<file path="config.mk">
export PLATFORM = sky130hd
export DESIGN_NAME = ltc2315_sdo_emulator_flat
export DESIGN_NICKNAME = d
export VERILOG_FILES = /design/src/rtl/ltc2315_sdo_emulator_if.sv /design/src/rtl/ltc2315_sdo_emulator.sv /design/src/flat_wrapper.sv
export SDC_FILE = /design/constraint.sdc
export NUM_CORES = 1
export LEC_CHECK = 0
export ABC_AREA = 1
export BUFFER_PORTS_ARGS = -buffer_cell sky130_fd_sc_hd__buf_2
export CORE_UTILIZATION = 55
export CTS_CLUSTER_DIAMETER = 60
export DETAILED_ROUTE_END_ITERATION = 10
export PLACE_DENSITY = 0.75
export SLEW_MARGIN = 20
export SYNTH_ARGS = -nofsm -noshare
export SYNTH_HDL_FRONTEND = slang
export SYNTH_SLANG_ARGS = --single-unit
</file>
<file path="constraint.sdc">
create_clock -name clk_100 -period 1.83 [get_ports clk_100]
set_input_delay 0.2745 -clock clk_100 [delete_from_list [all_inputs] [get_ports clk_100]]
set_output_delay 0.2745 -clock clk_100 [all_outputs]
set_load 0.01 [all_outputs]
</file>
<file path="src/rtl/ltc2315_sdo_emulator_if.sv">
// Serial pins and sample-stream handshake between an LTC2315 initiator and the emulated ADC.
// The master side drives cs/sck and pushes sample words; the slave side answers on sdo.
interface ltc2315_sdo_emulator_if #(
  parameter int DATA_W = 12
);
  logic              cs;
  logic              sck;
  logic              sdo;
  logic              sdo_oe;
  logic [DATA_W-1:0] sample_in;
  logic              sample_valid;
  logic              sample_ready;

  modport master (
    output cs, sck, sample_in, sample_valid,
    input  sdo, sdo_oe, sample_ready
  );

  modport slave (
    input  cs, sck, sample_in, sample_valid,
    output sdo, sdo_oe, sample_ready
  );
endinterface

</file>
<file path="src/rtl/ltc2315_sdo_emulator.sv">
// LTC2315-12 stand-in: an SPI target that shifts one sample per cs-low frame onto sdo.
// Samples come from a one-deep external holding register, a free ramp, or a constant word.
module ltc2315_sdo_emulator #(
  parameter int                DATA_W      = 12,
  parameter int                LEAD_ZEROS  = 1,
  parameter logic [DATA_W-1:0] CONST_WORD  = {1'b1, {(DATA_W-1){1'b0}}},
  parameter int                SYNC_STAGES = 2
) (
  input  logic                         clk_100,
  input  logic                         reset,
  ltc2315_sdo_emulator_if.slave        bus,
  input  logic [1:0]                   mode,
  output logic                         frame_done,
  output logic                         short_frame,
  output logic                         underrun,
  output logic [15:0]                  frame_cnt
);

  localparam int LC_W = (LEAD_ZEROS > 1) ? $clog2(LEAD_ZEROS) : 1;
  localparam int BC_W = (DATA_W > 1) ? $clog2(DATA_W) : 1;
  localparam logic [LC_W-1:0] LEAD_LAST = LC_W'((LEAD_ZEROS > 0) ? LEAD_ZEROS - 1 : 0);
  localparam logic [BC_W-1:0] BIT_LAST  = BC_W'(DATA_W - 1);

  typedef enum logic [1:0] {
    ST_IDLE,
    ST_LEAD,
    ST_SHIFT,
    ST_TAIL
  } state_t;

  // Pin synchronisers and edge detection
  logic [SYNC_STAGES-1:0] cs_sync;
  logic [SYNC_STAGES-1:0] sck_sync;
  logic                   cs_q;
  logic                   sck_q;
  logic                   cs_fall;
  logic                   cs_rise;
  logic                   sck_fall;

  // These flops follow the pins even during reset, so a cs held low through
  // reset is already "old news" afterwards and cannot fake a falling edge.
  always_ff @(posedge clk_100) begin
    cs_sync  <= {cs_sync[SYNC_STAGES-2:0], bus.cs};
    sck_sync <= {sck_sync[SYNC_STAGES-2:0], bus.sck};
    cs_q     <= cs_sync[SYNC_STAGES-1];
    sck_q    <= sck_sync[SYNC_STAGES-1];
  end

  assign cs_fall  =  cs_q  & ~cs_sync[SYNC_STAGES-1];
  assign cs_rise  = ~cs_q  &  cs_sync[SYNC_STAGES-1];
  assign sck_fall =  sck_q & ~sck_sync[SYNC_STAGES-1];

  // Frame state and datapath registers
  state_t            state,      state_nx;
  logic              sdo_r,      sdo_nx;
  logic              oe_r,       oe_nx;
  logic [DATA_W-1:0] shift_reg,  shift_nx;
  logic [LC_W-1:0]   lead_cnt,   lead_nx;
  logic [BC_W-1:0]   bit_cnt,    bit_nx;
  logic              ramp_frame, ramp_frame_nx;
  logic              start;
  logic              done_nx;
  logic              short_nx;

  // Holding register, ramp and history
  logic [DATA_W-1:0] hold_reg;
  logic              hold_full;
  logic [DATA_W-1:0] ramp;
  logic [DATA_W-1:0] last_word;
  logic              accept;
  logic              consume;

  // Word source, only acted upon in the cs-fall cycle
  logic [DATA_W-1:0] src_word;
  logic              src_consume;
  logic              src_underrun;

  always_comb begin
    src_word     = CONST_WORD;
    src_consume  = 1'b0;
    src_underrun = 1'b0;
    unique case (mode)
      2'd0: begin
        if (hold_full) begin
          src_word    = hold_reg;
          src_consume = 1'b1;
        end else begin
          src_word     = last_word;
          src_underrun = 1'b1;
        end
      end
      2'd1:    src_word = ramp;
      default: src_word = CONST_WORD;
    endcase
  end

  // NOTE: every variable assigned here gets its default first, so no path can infer a latch.
  always_comb begin
    state_nx      = state;
    sdo_nx        = sdo_r;
    oe_nx         = oe_r;
    shift_nx      = shift_reg;
    lead_nx       = lead_cnt;
    bit_nx        = bit_cnt;
    ramp_frame_nx = ramp_frame;
    start         = 1'b0;
    done_nx       = 1'b0;
    short_nx      = 1'b0;

    if (cs_rise) begin
      state_nx = ST_IDLE;
      sdo_nx   = 1'b0;
      oe_nx    = 1'b0;
      done_nx  = (state == ST_TAIL);
      short_nx = (state == ST_LEAD) || (state == ST_SHIFT);
    end else begin
      unique case (state)
        ST_IDLE: begin
          // An sck edge coinciding with the cs fall is deliberately not looked at.
          if (cs_fall) begin
            start         = 1'b1;
            oe_nx         = 1'b1;
            lead_nx       = '0;
            bit_nx        = '0;
            ramp_frame_nx = (mode == 2'd1);
            if (LEAD_ZEROS == 0) begin
              sdo_nx   = src_word[DATA_W-1];
              shift_nx = {src_word[DATA_W-2:0], 1'b0};
              state_nx = ST_SHIFT;
            end else begin
              sdo_nx   = 1'b0;
              shift_nx = src_word;
              state_nx = ST_LEAD;
            end
          end
        end
        ST_LEAD: begin
          if (sck_fall) begin
            if (lead_cnt == LEAD_LAST) begin
              sdo_nx   = shift_reg[DATA_W-1];
              shift_nx = {shift_reg[DATA_W-2:0], 1'b0};
              state_nx = ST_SHIFT;
            end else begin
              sdo_nx  = 1'b0;
              lead_nx = lead_cnt + 1'b1;
            end
          end
        end
        ST_SHIFT: begin
          // The first data bit is already on sdo when SHIFT is entered, so the
          // last counted fall here moves sdo past D0 into the tail.
          if (sck_fall) begin
            if (bit_cnt == BIT_LAST) begin
              sdo_nx   = 1'b0;
              state_nx = ST_TAIL;
            end else begin
              sdo_nx   = shift_reg[DATA_W-1];
              shift_nx = {shift_reg[DATA_W-2:0], 1'b0};
              bit_nx   = bit_cnt + 1'b1;
            end
          end
        end
        ST_TAIL: begin
          if (sck_fall) sdo_nx = 1'b0;
        end
        default: state_nx = ST_IDLE;
      endcase
    end
  end

  // NOTE: sequential state uses non-blocking assignments so every flop sees pre-edge values.
  always_ff @(posedge clk_100) begin
    if (reset) begin
      state      <= ST_IDLE;
      sdo_r      <= 1'b0;
      oe_r       <= 1'b0;
      shift_reg  <= '0;
      lead_cnt   <= '0;
      bit_cnt    <= '0;
      ramp_frame <= 1'b0;
    end else begin
      state      <= state_nx;
      sdo_r      <= sdo_nx;
      oe_r       <= oe_nx;
      shift_reg  <= shift_nx;
      lead_cnt   <= lead_nx;
      bit_cnt    <= bit_nx;
      ramp_frame <= ramp_frame_nx;
    end
  end

  assign accept  = bus.sample_valid & ~hold_full;
  assign consume = start & src_consume;

  always_ff @(posedge clk_100) begin
    if (reset) begin
      hold_full   <= 1'b0;
      last_word   <= '0;
      ramp        <= '0;
      frame_cnt   <= '0;
      frame_done  <= 1'b0;
      short_frame <= 1'b0;
      underrun    <= 1'b0;
    end else begin
      hold_full   <= (hold_full & ~consume) | accept;
      frame_done  <= done_nx;
      short_frame <= short_nx;
      underrun    <= start & src_underrun;
      if (consume)                last_word <= hold_reg;
      if (done_nx)                frame_cnt <= frame_cnt + 16'd1;
      if (done_nx && ramp_frame)  ramp      <= ramp + 1'b1;
    end
  end

  // NOTE: the holding word needs no reset; hold_full alone says whether it means anything.
  always_ff @(posedge clk_100) begin
    if (accept) hold_reg <= bus.sample_in;
  end

  assign bus.sdo          = sdo_r;
  assign bus.sdo_oe       = oe_r;
  assign bus.sample_ready = ~hold_full;

endmodule

</file>
<file path="src/flat_wrapper.sv">
// flat-port wrapper written by rule: the top's interface ports become plain ports
module ltc2315_sdo_emulator_flat 
#(
  parameter int                DATA_W      = 12,
  parameter int                LEAD_ZEROS  = 1,
  parameter logic [DATA_W-1:0] CONST_WORD  = {1'b1, {(DATA_W-1){1'b0}}},
  parameter int                SYNC_STAGES = 2
)
  (clk_100, reset, mode, frame_done, short_frame, underrun, frame_cnt, bus_cs, bus_sck, bus_sample_in, bus_sample_valid, bus_sdo, bus_sdo_oe, bus_sample_ready);
  ltc2315_sdo_emulator_if #(.DATA_W(DATA_W)) bus_i ();
  input  logic clk_100;
  input  logic reset;
  input  logic [1:0] mode;
  output logic frame_done;
  output logic short_frame;
  output logic underrun;
  output logic [15:0] frame_cnt;
  input wire logic [$bits(bus_i.cs)-1:0] bus_cs;
  input wire logic [$bits(bus_i.sck)-1:0] bus_sck;
  input wire logic [$bits(bus_i.sample_in)-1:0] bus_sample_in;
  input wire logic [$bits(bus_i.sample_valid)-1:0] bus_sample_valid;
  output wire logic [$bits(bus_i.sdo)-1:0] bus_sdo;
  output wire logic [$bits(bus_i.sdo_oe)-1:0] bus_sdo_oe;
  output wire logic [$bits(bus_i.sample_ready)-1:0] bus_sample_ready;
  assign bus_i.cs = bus_cs;
  assign bus_i.sck = bus_sck;
  assign bus_i.sample_in = bus_sample_in;
  assign bus_i.sample_valid = bus_sample_valid;
  assign bus_sdo = bus_i.sdo;
  assign bus_sdo_oe = bus_i.sdo_oe;
  assign bus_sample_ready = bus_i.sample_ready;
  ltc2315_sdo_emulator #(.DATA_W(DATA_W), .LEAD_ZEROS(LEAD_ZEROS), .CONST_WORD(CONST_WORD), .SYNC_STAGES(SYNC_STAGES)) u_core (.clk_100(clk_100), .reset(reset), .bus(bus_i), .mode(mode), .frame_done(frame_done), .short_frame(short_frame), .underrun(underrun), .frame_cnt(frame_cnt));
endmodule
</file>
# Yosys cells after proc, flatten, opt, wreduce, memory -nomap -nowiden

Cells that the tools add are included.

$add $sub $neg: 4
Reductions and logical operators: 16
Eq/ne operators: 12
Bitwise logic cells: 14
Muxes and demuxes: 36

Operators by type and width:

| operator              | count |
|---|---|
| $mux 12               | 6 |
| $pmux 12 s3           | 1 |
| $pmux 12 s2           | 1 |
| $add 16x1->16 const B | 1 |
| $mux 1                | 16 |
| $add 12x1->12 const B | 1 |
| $mux 4                | 3 |
| $mux 2                | 5 |
| $ne 2x1->1 const B    | 4 |
| $pmux 4 s2            | 1 |
| $reduce_and 4->1      | 2 |
| $and 1x1->1           | 7 |
| $reduce_and 7->1      | 1 |
| $ne 2x2->1 const B    | 3 |
| $not 1->1             | 6 |
| $pmux 2 s3            | 1 |
| $reduce_and 6->1      | 1 |
| $reduce_and 5->1      | 1 |
| $add 4x1->4 const B   | 1 |
| $eq 2x1->1 const B    | 2 |
| $eq 2x2->1 const B    | 2 |
| $eq 4x4->1 const B    | 1 |
| $logic_not 2->1       | 2 |
| $pmux 1 s4            | 1 |
| 10 further kinds      | 12 |

Input port bits: 19
Register bits: 84
Output and inout port bits: 22

# Logic depth before layout (Yosys ltp)

Gate-level depths: netlist (run 1).

Depth in word-level cells: 9
Depth in mapped cells: 11
Mapped depth without buffers: 9

# Worst setup path after synthesis (run 1)

Ideal clock, no wire load.

Path type: reg2reg
Start: register u_core.state[0]
End: register u_core.shift_reg[10]
Data required time: 1.716 ns
Path buffers: 2
Path slack: 0.236 ns
Arrival time: 1.480 ns
Stages on the path, launching flop included: 11
Setup time: 0.114 ns
Path through: dfxtp_1 > inv_1 > ha_1 > buf_2 > nand2_1 > nand2_2 > nor2_4 > nand2_4 > buf_6 > a21oi_1 > nor2_1

Cells in the longest elaborated chain, start to end: 3
Elaborated cells between the ends (all ways): 11
Classes of those cells: eq/ne: 7; mux: 1; reduce/logical: 3

RTL lines:

| what                                               | RTL line                    | text |
|---|---|---|
| from (decl)                                        | ltc2315_sdo_emulator.sv:54  | `state_t state, state_nx;` |
| from (signal assigned)                             | ltc2315_sdo_emulator.sv:182 | `state <= state_nx;` |
| $eq 2x1->1, or another cell as far along           | ltc2315_sdo_emulator.sv:117 | `unique case (state)` |
| $ne 2x2->1 (no line), or another cell as far along | n/a                         |  |
| $reduce_and 7->1 (no line)                         | n/a                         |  |
| to (signal assigned)                               | ltc2315_sdo_emulator.sv:185 | `shift_reg <= shift_nx;` |
| to (decl)                                          | ltc2315_sdo_emulator.sv:57  | `logic [DATA_W-1:0] shift_reg, shift_nx;` |

Several ways; a longest one is shown, not always the timed one.
A chain may end at the register's enable or synchronous reset.

# Worst setup path in the final report (run 1)

Start: register u_core.state[0]
End: register u_core.shift_reg[11]

Same word-level chain as after synthesis.

==> results of run 1 <==
[critical path, stage by stage, from the launching register on]
cell and delay (ns):
dfxtp_2 0.39, inv_1 0.07, ha_1 0.29, nand2_1 0.12, nand2_2 0.10, nor2_4 0.17, nand2_4 0.16, nand2_1 0.09
nand2_1 0.05, nor2_1 0.12
[layout make-up]
type	instances	area share [%]
Clock buffer	9	2.813
Clock inverter	7	1.705
Inverter	73	6.223
Multi-Input combinational cell	367	39.90
Sequential cell	83	40.49
Tap cell	96	2.728
Timing Repair Buffer	49	6.138
[power groups by stage]
| stage | sequential (uW) | combinational, uW | clock (uW) |
|---|---|---|---|
| 6_report | 2230 | 1480 | 1320 |
| 5_1_grt | 2260 | 1750 | 1440 |
| 4_1_cts | 2220 | 1480 | 1360 |
| 3_5_place_dp | 2260 | 1460 | 0 |
| 3_3_place_gp | 2250 | 1410 | 0 |
| 2_1_floorplan | 2240 | 1180 | 0 |
[worst paths after layout]
check	from	end	depth (start not counted)
max reg2reg	u_core.state[0]	u_core.shift_reg[11]	9
max	u_core.state[0]	u_core.shift_reg[11]	9
min	bus_sck	u_core.sck_sync[0]	1
min reg2reg	u_core.sck_sync[0]	u_core.sck_sync[1]	0
[synth_stat cells]
library cell    n  area share, %
a21oi_1        30            3.8
and3_2          1           0.19
buf_1           1          0.096
buf_2           9            1.2
buf_4           2           0.38
buf_6           1           0.29
clkbuf_1        4           0.38
dfxtp_1        71             36
edfxtp_1       12            9.2
ha_1            9            2.9
inv_1          70            6.7
inv_2           3           0.29
nand2_1       127             12
nand2_2         1           0.16
nand2_4         1           0.29
nand3_1        49            6.3
nand3_2         2           0.51
nand3b_1        2           0.38
nand4_1         9            1.4
nand4_2         1           0.32
nor2_1         75            7.2
nor2_2          1           0.16
nor2_4          4            1.2
nor3_1          8            1.0
nor3b_1         3           0.58
o21ai_0        36            4.6
o21bai_1        4           0.77
xnor2_1         1           0.22
xor2_1          3           0.67
[layer usage]
layer,wire length [um],global-route usage [%]
met4,82,7.424
met5,0,0
met3,438,6.571
met2,4105,44.08
met1,3665,28.07
[cells by family after synthesis]
family	Yosys count	synth area share, %
AO/OA/AOI/OAI	70	9.240
buffers and inverters	90	9.335
flip-flops	83	45.68
adder cells (fa/ha/maj)	9	2.887
XOR/XNOR	4	0.8985
AND/OR/NAND/NOR	284	31.95
[stage by stage]
step | cells | hold WS (ns) | power [uW] | setup slack, ns
floorplan | 540 | 0.3022 | 3416 | 0.2359
global placement | 667 | 0.3134 | 3662 | 0.2302
detailed placement | 667 | 0.3143 | 3725 | 0.1671
CTS | 683 | 0.006178 | 5058 | 0.1413
global route | 684 | 0.003900 | 5446 | 0.03360
finish | 684 | 0.01682 | 5032 | 0.2102
[timing repair]
action,CTS,global route
endpoints found under the hold margin,0,1
hold buffers,0,1
resized for setup,0,2
endpoints found under the setup margin,0,23
==> impl_metrics.yaml, run 1 <==
floorplan:
  ios: 41
  die_y_um: 86.21
  die_width_um: 86.21
  dieArea_um2: 7431
  coreArea_um2: 6832
  fp-row-count: 30
  start_util_pct: 57.09
timing:
  fmax_mhz: 617.3
  setup_viol: 0
  grt_setup_unrepaired: "no"
  slew_viol_final: 0
  fin_crit_sh_pct: 88.52
  slew_headroom_pct: 31.47
  period_minus_slack_ns: 1.620
  fin_skew_ns: 0.006374
  fin_setup_tns_ns: 0
  tightest_slew_ns: 1.024
  finalHoldViolCount: 0
yosys:
  synth_cells: 540
  syn_avg_cell_area_um2: 7.222
  yosys_warnings: 0
  synth_nets: 568
  netlist_area_um2: 3900
  synth_cell_types: 29
  ys_ff_latch: 83
  yosysSeqAreaShare_pct: 45.68
job:
  maxCapViolCount: 0
final_layout:
  final_common_cell: "nand2_1"
  largest_reg_flops: 16
  final_cell_mix: "nand2_1 (126), nor2_1 (75), inv_1 (70), dfxtp_1 (70), nand3_1 (49)"
  diodes: 0
  fillers: 627
  stdcell_area_um2: 4403
  fin_nets: 611
  multi_input_area_um2: 1757
  final_layout_size_suffix_gt1_share_pct: 13.44
  regMostFlops: "u_core.frame_cnt"
  regArea_um2: 1783
  post-route-util_pct: 64.45
  area_growth_pct: 12.90
worst_setup_path:
  required_ns: 2.12
  r2r_slack_ns: 0.21
  worstSetupPathType: "flip-flop to flip-flop"
  worst_setup_path_end_kind: "flip-flop"
  path_max_fanout: 19
  arrival_ns: 1.91
  start_kind: "flip-flop"
power_and_ir_drop:
  p_seq_share_pct: 44.2
  p_sw_uw: 1811
  powerDensity_nw_per_um2: 1143
  combPwrFrac_pct: 29.4
  p_int_uw: 3221
  power_frac_clock_pct: 26.3
  ir_worst_vdd_v: 0.0006618
  power_leakage_uw: 0.001873
  switching_share_pct: 35.99
clocking:
  cts_tree: "done"
  cts.sinks: 83
  cts_root_buf: "clkbuf_8"
  cts_buffer_depth: 2
  cts_buffers: 9
  cts_setup_buffers: 0
  path_clk_slew_ns: 0.09
  clock_latency_ns: 0.36
  cts_htree_levels: 3
grt:
  grt_overflow_total: 0
  antenna_found_initial: 0
  first_global_vias: 3271
  track_usage_pct: 24.38
  grt_max_degree: 21
  grt_pass1_wl_um: 14080
drt:
  first_pass_iters: 4
  vias: 3455
  drt_wl_total_um: 8292
  drt_iter0_drc: 161
  ant_nets: 0
  routed_via_density: 5.051
  wl_per_cell_um: 12.12
  drc: 0
status:
  status: "complete, no violations"
placement:
  gp_congestion: 0.7983
  post-dp-hpwl_um: 5935
  dpl_cell_area_um2: 4190
  portBuffers: 40
min_path:
  min_path_type: "input pin to flip-flop"
Note: power is estimated with default switching activity, not from simulation.
==> run 2, diff against run 1 <==
--- a/config.mk
+++ b/config.mk
@@ -7,10 +7,9 @@
 export LEC_CHECK = 0
 export ABC_AREA = 1
 export BUFFER_PORTS_ARGS = -buffer_cell sky130_fd_sc_hd__buf_2
-export CORE_UTILIZATION = 55
+export CORE_UTILIZATION = 25
 export CTS_CLUSTER_DIAMETER = 60
 export DETAILED_ROUTE_END_ITERATION = 10
-export PLACE_DENSITY = 0.75
 export SLEW_MARGIN = 20
 export SYNTH_ARGS = -nofsm -noshare
 export SYNTH_HDL_FRONTEND = slang
==> run 2 against run 1 <==
Via count is 3.4% lower. Clock skew rose by 0.0020 ns. Utilization is 34 points lower. Clock-buffer cell count rose by 1. Setup slack worse by 0.059 ns. Non-clock buffer count rose by 4. Largest cell class unchanged. Largest power group unchanged.
==> impl_metrics.yaml, run 2 (synthesis gave the netlist of run 1 again) <==
clocking:
  cts_buffers: 9
  cts_setup_buffers: 0
  cts_root_buf: "clkbuf_16"
  cts_tree: "done"
  cts_buffer_depth: 2
  ctsResizeCount: 0
  path_clk_slew_ns: 0.06
  cts_hold_buffers: 0
  cts.sinks: 83
  cts_htree_levels: 3
  clock_latency_ns: 0.34
power_and_ir_drop:
  powerDensity_nw_per_um2: 1192
  total_power_uw: 5517
  power_leakage_uw: 0.001940
  ir_worst_vdd_v: 0.0006166
timing:
  tightest_slew_ns: 0.3849
  fin_setup_tns_ns: 0
  fmax_mhz: 595.8
  finalHoldViolCount: 0
  setup_viol: 0
  period_minus_slack_ns: 1.678
  grt_setup_unrepaired: "no"
  slew_headroom_pct: 74.28
  fin_crit_sh_pct: 91.72
  slew_viol_final: 0
  fin_skew_ns: 0.008394
  whs_ns: 0.05153
drt:
  drt_iter0_drc: 106
  first_pass_iters: 5
  wl_per_cell_um: 10.96
  ant_nets: 0
  drt_wl_total_um: 8546
  vias: 3338
  routed_via_density: 4.279
  drc: 0
worst_setup_path:
  critPathTopFamily: "simple AND/OR/NAND/NOR gates"
  worst_setup_path_end_kind: "flip-flop"
  path_cells: "inv_1 > ha_1 > nand2_1 > nand2_2 > nor2_1 > nand2_1 > inv_1 > nor2_1 > nor2_1"
  cpMaxStageDelayCell: "dfxtp_1"
  slowest_delay_ns: 0.43
  cpMostUsedCell: "nor2_1"
  start_kind: "flip-flop"
  cp.buffers_inverters: 2
  path_max_fanout: 8
  worstSetupPathType: "flip-flop to flip-flop"
  required_ns: 2.10
  arrival_ns: 1.95
floorplan:
  die_y_um: 126.9
  ios: 41
  start_util_pct: 25.65
  dieArea_um2: 16100
  fp-row-count: 45
  coreArea_um2: 15200
  die_width_um: 126.9
final_layout:
  regMostFlops: "u_core.frame_cnt"
  largest_reg_flops: 16
  diodes: 0
  final_layout_size_suffix_gt1_share_pct: 13.68
  fin_nets: 615
  post-route-util_pct: 30.44
  final_cell_mix: "nand2_1 (127), nor2_1 (75), dfxtp_1 (71), inv_1 (70), nand3_1 (49)"
  final_common_cell: "nand2_1"
  fillers: 1653
  area_growth_pct: 18.67
placement:
  post-dp-hpwl_um: 6233
  gp_congestion: 0.7690
  portBuffers: 40
grt:
  grt_util_met3_pct: 2.615
  grtUsageMet2_pct: 18.26
  use_met1_pct: 14.57
  grt_overflow_total: 0
  grt_max_degree: 24
  track_usage_pct: 11.34
  busiest_layer: "met2"
  grt_pass1_wl_um: 14520
  first_global_vias: 3116
  antenna_found_initial: 0
min_path:
  min_path_type: "input pin to flip-flop"
status:
  status: "complete, no violations"
job:
  maxCapViolCount: 0
==> run 2: cell types whose count changed in the layout (fill, tap and decap cells not counted), sizes merged <==
| cell | delta |
|---|---|
| clkbuf | +1 |
| clkinvlp | -1 |
| dlygate4sd3 | -1 |
| clkinv | +2 |
| inv | -2 |
| buf | +5 |
==> run 2: layout make-up <==
class                           instances  area (um^2)  share of cell area [%]
Clock buffer                           10        229.0                   4.947
Tap cell                              188        235.2                   5.082
Multi-Input combinational cell        367         1754                   37.90
Clock inverter                          6        56.30                   1.217
Sequential cell                        83         1782                   38.50
Inverter                               73        274.0                   5.921
Timing Repair Buffer                   53        297.8                   6.434
==> run 2: routing by layer <==
metal	wire (um)	up-vias	part of all wire, %
li1	-	1812	-
met1	4275	1481	50
met2	3858	35	45
met3	275	10	3.2
met4	138	0	1.6
met5	0	-	0
==> run 2: metrics by stage <==
stage          instances  worst slack [ns]  area (um^2)
6_report             780            0.1516         4628
2_1_floorplan        540            0.2359         3900
4_1_cts              780            0.1584         4628
3_3_place_gp         764            0.2005         4343
3_5_place_dp         764            0.1657         4343
5_1_grt              780          0.009493         4628
==> run 2: path summary, 6_finish.rpt <==
kind,end,from,depth (start not counted),slack (ns)
worst max register to register,u_core.bit_cnt[1],u_core.state[0],9,0.15
worst min register to register,u_core.cs_sync[1],u_core.cs_sync[0],0,0.33
worst max-delay path,u_core.bit_cnt[1],u_core.state[0],9,0.15
worst min-delay path,u_core.sck_sync[0],bus_sck,1,0.05
==> run 2: worst reg2reg max path: stages (launching register included) <==
cell and delay, ns:
dfxtp_1 0.43, inv_1 0.10, ha_1 0.30, nand2_1 0.12, nand2_2 0.09, nor2_1 0.20
nand2_1 0.14, inv_1 0.11, nor2_1 0.04, nor2_1 0.09
==> run 2: where the power goes <==
group          leakage (uW)  switching (uW)  internal, uW  total (uW)
clock network      0.000140             710          1040        1750
registers          0.000692             146          2080        2230
logic               0.00111             996           537        1530
total               0.00194            1850          3660        5520
